<file path="config.mk">
export PLATFORM = sky130hd
export DESIGN_NAME = spi_reg_access
export DESIGN_NICKNAME = d
export VERILOG_FILES = /design/src/rtl/spi_reg_pkg.sv /design/src/rtl/spi_sync_edge.sv /design/src/rtl/spi_reg_access.sv
export SDC_FILE = /design/constraint.sdc
export NUM_CORES = 1
export LEC_CHECK = 0
export ABC_CLOCK_PERIOD_IN_PS = 2800
export CAP_MARGIN = 5
export CELL_PAD_IN_SITES_DETAIL_PLACEMENT = 1
export CELL_PAD_IN_SITES_GLOBAL_PLACEMENT = 2
export CORE_ASPECT_RATIO = 0.5
export CORE_UTILIZATION = 35
export CTS_BUF_LIST = sky130_fd_sc_hd__clkbuf_4 sky130_fd_sc_hd__clkbuf_8 sky130_fd_sc_hd__clkbuf_16
export CTS_CLUSTER_SIZE = 30
export DETAILED_ROUTE_END_ITERATION = 8
export PLACE_DENSITY_LB_ADDON = 0.1
export SLEW_MARGIN = 15
export SYNTH_ARGS = -nofsm -noshare
export SYNTH_HDL_FRONTEND = slang
export SYNTH_HIERARCHICAL = 1
export SYNTH_SLANG_ARGS = --single-unit
</file>
<file path="constraint.sdc">
create_clock -name clk -period 2.8 [get_ports clk]
set_clock_uncertainty 0.1 [all_clocks]
set_input_delay 0.28 -clock clk [delete_from_list [all_inputs] [get_ports clk]]
set_output_delay 0.28 -clock clk [all_outputs]
set_load 0.02 [all_outputs]
</file>
<file path="src/rtl/spi_reg_pkg.sv">
// SPI register-access shared definitions: FSM state encoding and command-byte layout.
package spi_reg_pkg;

  localparam int CMD_W  = 8;
  localparam int WR_BIT = 7;

  typedef enum logic [2:0] {
    ST_IDLE    = 3'd0,
    ST_CMD     = 3'd1,
    ST_RD_LOAD = 3'd2,
    ST_DATA    = 3'd3,
    ST_HOLD    = 3'd4
  } spi_state_e;

endpackage

</file>
<file path="src/rtl/spi_sync_edge.sv">
// Two-flop synchronizer for an asynchronous input, followed by a one-flop
// rise/fall detector on the synchronized level.
module spi_sync_edge #(
  parameter logic RST_VAL = 1'b0
) (
  input  logic clk,
  input  logic reset_n,
  input  logic i_async,
  output logic o_sync,
  output logic o_rise,
  output logic o_fall
);

  logic r_meta;
  logic r_sync;
  logic r_prev;

  // Synchronize the input and keep the previous synchronized level for edge detection
  always_ff @(posedge clk or negedge reset_n) begin
    if (!reset_n) begin
      r_meta <= RST_VAL;
      r_sync <= RST_VAL;
      r_prev <= RST_VAL;
    end else begin
      r_meta <= i_async;
      r_sync <= r_meta;
      r_prev <= r_sync;
    end
  end

  assign o_sync = r_sync;
  assign o_rise = r_sync & ~r_prev;
  assign o_fall = ~r_sync & r_prev;

endmodule

</file>
<file path="src/rtl/spi_reg_access.sv">
// SPI (mode 0) slave giving register-bank access: 8-bit command (bit 7 = write,
// low bits = address) followed by one DATA_WIDTH data word, MSB first.
// Optional build macro: SPI_AUTO_INC_EN enables burst transfers with address
// auto-increment while cs_n stays low.
module spi_reg_access
  import spi_reg_pkg::*;
#(
  parameter  int DATA_WIDTH = 32,
  parameter  int NUM_REGS   = 16,
  localparam int ADDR_W     = $clog2(NUM_REGS)
) (
  input  logic                  clk,
  input  logic                  reset_n,
  input  logic                  sclk,
  input  logic                  cs_n,
  input  logic                  mosi,
  output logic                  miso,
  output logic                  miso_oe,
  output logic                  spi_wr_en,
  output logic [ADDR_W-1:0]     spi_addr_wr,
  output logic [DATA_WIDTH-1:0] data_wr_spi,
  output logic                  spi_rd_en,
  output logic [ADDR_W-1:0]     spi_addr_rd,
  input  logic [DATA_WIDTH-1:0] data_rd_spi,
  output logic                  busy,
  output logic                  frame_err
);

  localparam int CNT_W = $clog2((DATA_WIDTH > CMD_W) ? DATA_WIDTH : CMD_W);

  logic w_sclk_lvl_unused;
  logic w_sclk_rise;
  logic w_sclk_fall;
  logic w_cs_sync;
  logic w_cs_rise;
  logic w_cs_fall;
  logic w_mosi;
  logic w_mosi_rise_unused;
  logic w_mosi_fall_unused;

  spi_sync_edge #(.RST_VAL(1'b0)) u_sync_sclk (
    .clk     (clk),
    .reset_n (reset_n),
    .i_async (sclk),
    .o_sync  (w_sclk_lvl_unused),
    .o_rise  (w_sclk_rise),
    .o_fall  (w_sclk_fall)
  );

  spi_sync_edge #(.RST_VAL(1'b1)) u_sync_cs (
    .clk     (clk),
    .reset_n (reset_n),
    .i_async (cs_n),
    .o_sync  (w_cs_sync),
    .o_rise  (w_cs_rise),
    .o_fall  (w_cs_fall)
  );

  spi_sync_edge #(.RST_VAL(1'b0)) u_sync_mosi (
    .clk     (clk),
    .reset_n (reset_n),
    .i_async (mosi),
    .o_sync  (w_mosi),
    .o_rise  (w_mosi_rise_unused),
    .o_fall  (w_mosi_fall_unused)
  );

  spi_state_e              r_state;
  logic [CNT_W-1:0]        r_bit_cnt;
  logic [CMD_W-2:0]        r_cmd;
  logic [ADDR_W-1:0]       r_addr;
  logic                    r_is_wr;
  logic [DATA_WIDTH-2:0]   r_shift_in;
  logic [DATA_WIDTH-1:0]   r_shift_out;
  logic                    r_skip_fall;
  logic                    r_word_done;
  logic                    r_wr_en;
  logic [ADDR_W-1:0]       r_addr_wr;
  logic [DATA_WIDTH-1:0]   r_wr_data;
  logic                    r_frame_err;
  logic [1:0]              r_settle;
  logic                    r_armed;

  logic [CMD_W-1:0]        w_cmd_next;
  logic                    w_abort;

  assign w_cmd_next = {r_cmd, w_mosi};

  // A cs_n rise is an abort unless it lands in IDLE/HOLD or on a word boundary
  // of a burst that has already completed at least one word.
  assign w_abort = (r_state == ST_CMD) ||
                   (((r_state == ST_RD_LOAD) || (r_state == ST_DATA)) &&
                    !(r_word_done && (r_bit_cnt == '0)));

`ifdef SPI_AUTO_INC_EN
  logic [ADDR_W-1:0] w_addr_inc;
  assign w_addr_inc = (r_addr == ADDR_W'(NUM_REGS - 1)) ? '0 : r_addr + ADDR_W'(1);
`endif

  // Frame sequencing, serial shifting and register strobes.
  // r_armed blocks the artificial cs_n falling edge seen when reset releases
  // while cs_n is already low: a frame may only start once cs_n has been
  // observed high after the synchronizer pipeline has settled.
  always_ff @(posedge clk or negedge reset_n) begin
    if (!reset_n) begin
      r_state     <= ST_IDLE;
      r_bit_cnt   <= '0;
      r_cmd       <= '0;
      r_addr      <= '0;
      r_is_wr     <= 1'b0;
      r_shift_in  <= '0;
      r_shift_out <= '0;
      r_skip_fall <= 1'b0;
      r_word_done <= 1'b0;
      r_wr_en     <= 1'b0;
      r_addr_wr   <= '0;
      r_wr_data   <= '0;
      r_frame_err <= 1'b0;
      r_settle    <= '0;
      r_armed     <= 1'b0;
    end else begin
      r_wr_en     <= 1'b0;
      r_frame_err <= 1'b0;
      if (r_settle != 2'd3) begin
        r_settle <= r_settle + 2'd1;
      end else if (w_cs_sync) begin
        r_armed <= 1'b1;
      end
      if (w_cs_rise) begin
        r_frame_err <= w_abort;
        r_state     <= ST_IDLE;
      end else begin
        unique case (r_state)
          ST_IDLE: begin
            if (w_cs_fall && r_armed) begin
              r_state     <= ST_CMD;
              r_bit_cnt   <= '0;
              r_word_done <= 1'b0;
            end
          end
          ST_CMD: begin
            if (w_sclk_rise) begin
              r_cmd <= w_cmd_next[CMD_W-2:0];
              if (r_bit_cnt == CNT_W'(CMD_W - 1)) begin
                r_bit_cnt <= '0;
                r_addr    <= w_cmd_next[ADDR_W-1:0];
                r_is_wr   <= w_cmd_next[WR_BIT];
                r_state   <= w_cmd_next[WR_BIT] ? ST_DATA : ST_RD_LOAD;
              end else begin
                r_bit_cnt <= r_bit_cnt + CNT_W'(1);
              end
            end
          end
          ST_RD_LOAD: begin
            r_shift_out <= data_rd_spi;
            r_skip_fall <= 1'b1;
            r_state     <= ST_DATA;
          end
          ST_DATA: begin
            if (w_sclk_fall && !r_is_wr) begin
              if (r_skip_fall) begin
                r_skip_fall <= 1'b0;
              end else begin
                r_shift_out <= {r_shift_out[DATA_WIDTH-2:0], 1'b0};
              end
            end
            if (w_sclk_rise) begin
              r_shift_in <= {r_shift_in[DATA_WIDTH-3:0], w_mosi};
              if (r_bit_cnt == CNT_W'(DATA_WIDTH - 1)) begin
                r_bit_cnt   <= '0;
                r_word_done <= 1'b1;
                if (r_is_wr) begin
                  r_wr_en   <= 1'b1;
                  r_addr_wr <= r_addr;
                  r_wr_data <= {r_shift_in, w_mosi};
                end
`ifdef SPI_AUTO_INC_EN
                r_addr  <= w_addr_inc;
                r_state <= r_is_wr ? ST_DATA : ST_RD_LOAD;
`else
                r_state <= ST_HOLD;
`endif
              end else begin
                r_bit_cnt <= r_bit_cnt + CNT_W'(1);
              end
            end
          end
          ST_HOLD: begin
            r_state <= ST_HOLD;
          end
          default: r_state <= ST_IDLE;
        endcase
      end
    end
  end

  assign miso        = ((r_state == ST_DATA) && !r_is_wr) ? r_shift_out[DATA_WIDTH-1] : 1'b0;
  assign miso_oe     = ~w_cs_sync;
  assign spi_wr_en   = r_wr_en;
  assign spi_addr_wr = r_addr_wr;
  assign data_wr_spi = r_wr_data;
  assign spi_rd_en   = (r_state == ST_RD_LOAD);
  assign spi_addr_rd = r_addr;
  assign busy        = (r_state != ST_IDLE);
  assign frame_err   = r_frame_err;

endmodule

</file>
==> metrics.yaml <==
drt:
  postRouteAntennaNets: 0
  first_pass_iters: 4
  drt-initial-drc-count: 79
  wl_per_cell_um: 15.7
  vias: 3398
  routed_via_density: 4.75
  drc: 0
  routed_wl_um: 11300
synthesis:
  yosys_warnings: 6
  postSynthAreaPerCell_um2: 13.8
  syn-instance-count: 409
  synthesis.area_um2: 5640
  syn-num-nets: 451
critical_path:
  r2r_start: "u_sync_cs/o_sync"
  critical-path-top-delay-family: "buffers and inverters"
  crit_type: "flop to primary output"
  critPathLaunchType: "flop"
  crit_fanout: 13
  cp_slowest_cell: "clkdlybuf4s50_1"
  cp-end-kind: "primary output"
  worstPathArrival_ns: 2.03
  max_stage_delay_ns: 0.65
  required_ns: 2.42
  path_buf_inv: 1
  worstPathCellList: "nand3b_1 -> nor3b_1 -> clkdlybuf4s50_1"
  crit_start: "r_state[1]"
  ff2ff_setup_slack_ns: 0.57
clock_network:
  cts_buffers: 17
  clk_pin_slew_worst_paths_ns: 0.06
  h-tree-depth: 4
  cts_resized: 0
  cts.sinks: 134
  clk_path_buf_depth: 2
  clk_latency_ns: 0.41
  cts_tree: "done"
  root_buffer: "clkbuf_16"
global_routing:
  grt_first_pass_wirelength_um: 19000
  grt_pass1_vias: 3577
  antenna_found_initial: 0
  overflow: 0
  grtUsageTotal: 0.148
  grt_max_degree: 69
floorplan:
  fp.dieArea_um2: 16600
  initial_utilization: 0.362
  dieWidth_um: 181
  rows: 32
  core_area_um2: 15600
  ioPinCount: 83
  die_y_um: 91.7
sta:
  clock.fmax_mhz: 415
  fin_crit_ns: 2.41
  relSlewSlack: 0.533
  setup_tns_ns: 0
  drv_slew: 0
  rsz0062_at_grt: "false"
  worst_pin_slew_ns: 0.696
  min_period_over_period: 0.861
  hold_viol: 0
  finalSetupViolations: 0
hold_path:
  min_from: "cs_n"
  hold_class: "input port to flop"
final_layout:
  multi_input_area_um2: 2130
  syn2layout_area_growth_pct: 29.3
  final_cell_mix: "131 x dfrtp_1, 81 x clkdlybuf4s50_1, 50 x mux2_2"
  drive_gt1_frac: 0.258
  layout_commonest_cell: "dfrtp_1"
  fillCellCount: 1576
  final_nets: 540
  seqCellArea_um2: 3360
  insertedDiodeCount: 0
  post-route-util: 0.468
place:
  hpwl_um: 7110
  place.gp.congestion: 0.679
  port_buffers: 82
power:
  switching_share: 0.238
  power.switching_mw: 1.09
  clkPwrFrac: 0.501
  p_int_mw: 3.47
  ir_worst_vdd_uv: 437
  power_density_nw_per_um2: 625
  p_comb_frac: 0.050
  power_frac_seq: 0.449
  p_leak_nw: 3.47
status:
  outcome: "completed"
job:
  maxCapViolations: 0
path summary, 6_finish.rpt:
path,to,cells past startpoint
min,u_sync_cs/r_meta,1
min reg2reg,u_sync_sclk/o_sync,0
max,miso,3
max in group asynchronous,spi_wr_en,3
max reg2reg,data_wr_spi[1],6
min in group asynchronous,r_shift_in[15],2
power groups by stage:
| stage | clock, mW | sequential, mW | combinational, mW |
|---|---|---|---|
| after floorplan | 0 | 2.06 | 0.113 |
| after global placement | 0 | 2.08 | 0.230 |
| after detailed placement | 0 | 2.08 | 0.234 |
| after CTS | 2.35 | 2.05 | 0.237 |
| after global routing | 2.43 | 2.06 | 0.260 |
| final | 2.28 | 2.05 | 0.228 |
what timing repair did:
item | CTS | global route
hold buffers | 1 | 0
endpoints found under the hold margin | 62 | 0
setup buffers | 0 | 0
routing by layer:
metal  GRT usage  wire (µm)  vias up
li1            -          -     1623
met1       0.201       5700     1708
met2       0.221       4930       57
met3      0.0516        536       10
met4      0.0466         97        0
met5           0          0        -
sequential cells by signal, summed over array words and instances (netlist names), 2 cells and up:
register     count
r_settle         2
data_wr_spi     32
spi_addr_wr      4
r_bit_cnt        5
r_state          3
r_shift_out     32
r_cmd            7
r_shift_in      31
spi_addr_rd      4
per-stage QoR:
step,hold slack [ns],instance area [µm²],instances,worst slack [ns],total power [mW]
6_report,0.188,7290,715,0.390,4.55
3_3_place_gp,0.231,6680,682,0.621,2.31
3_5_place_dp,0.236,6680,682,0.594,2.32
2_1_floorplan,-0.116,5640,409,0.798,2.18
5_1_grt,0.168,7290,715,0.223,4.75
4_1_cts,0.174,7290,715,0.338,4.64
worst register-to-register path: stages (launching register included):
cell	delay, ns
dfstp_2	0.56
nor2b_1	0.33
nor2_1	0.13
and3_2	0.25
nand3_4	0.09
buf_12	0.27
mux2_2	0.40
area by class of cell:
| cell class | instances | share of cell area |
|---|---|---|
| timing repair buffer | 92 | 0.127 |
| clock buffer | 17 | 0.0584 |
| sequential | 134 | 0.461 |
| clock inverter | 15 | 0.0245 |
| inverter | 5 | 0.00257 |
| multi-input combinational | 248 | 0.292 |
| tap | 204 | 0.0350 |
(Power assumes the default switching activity.)
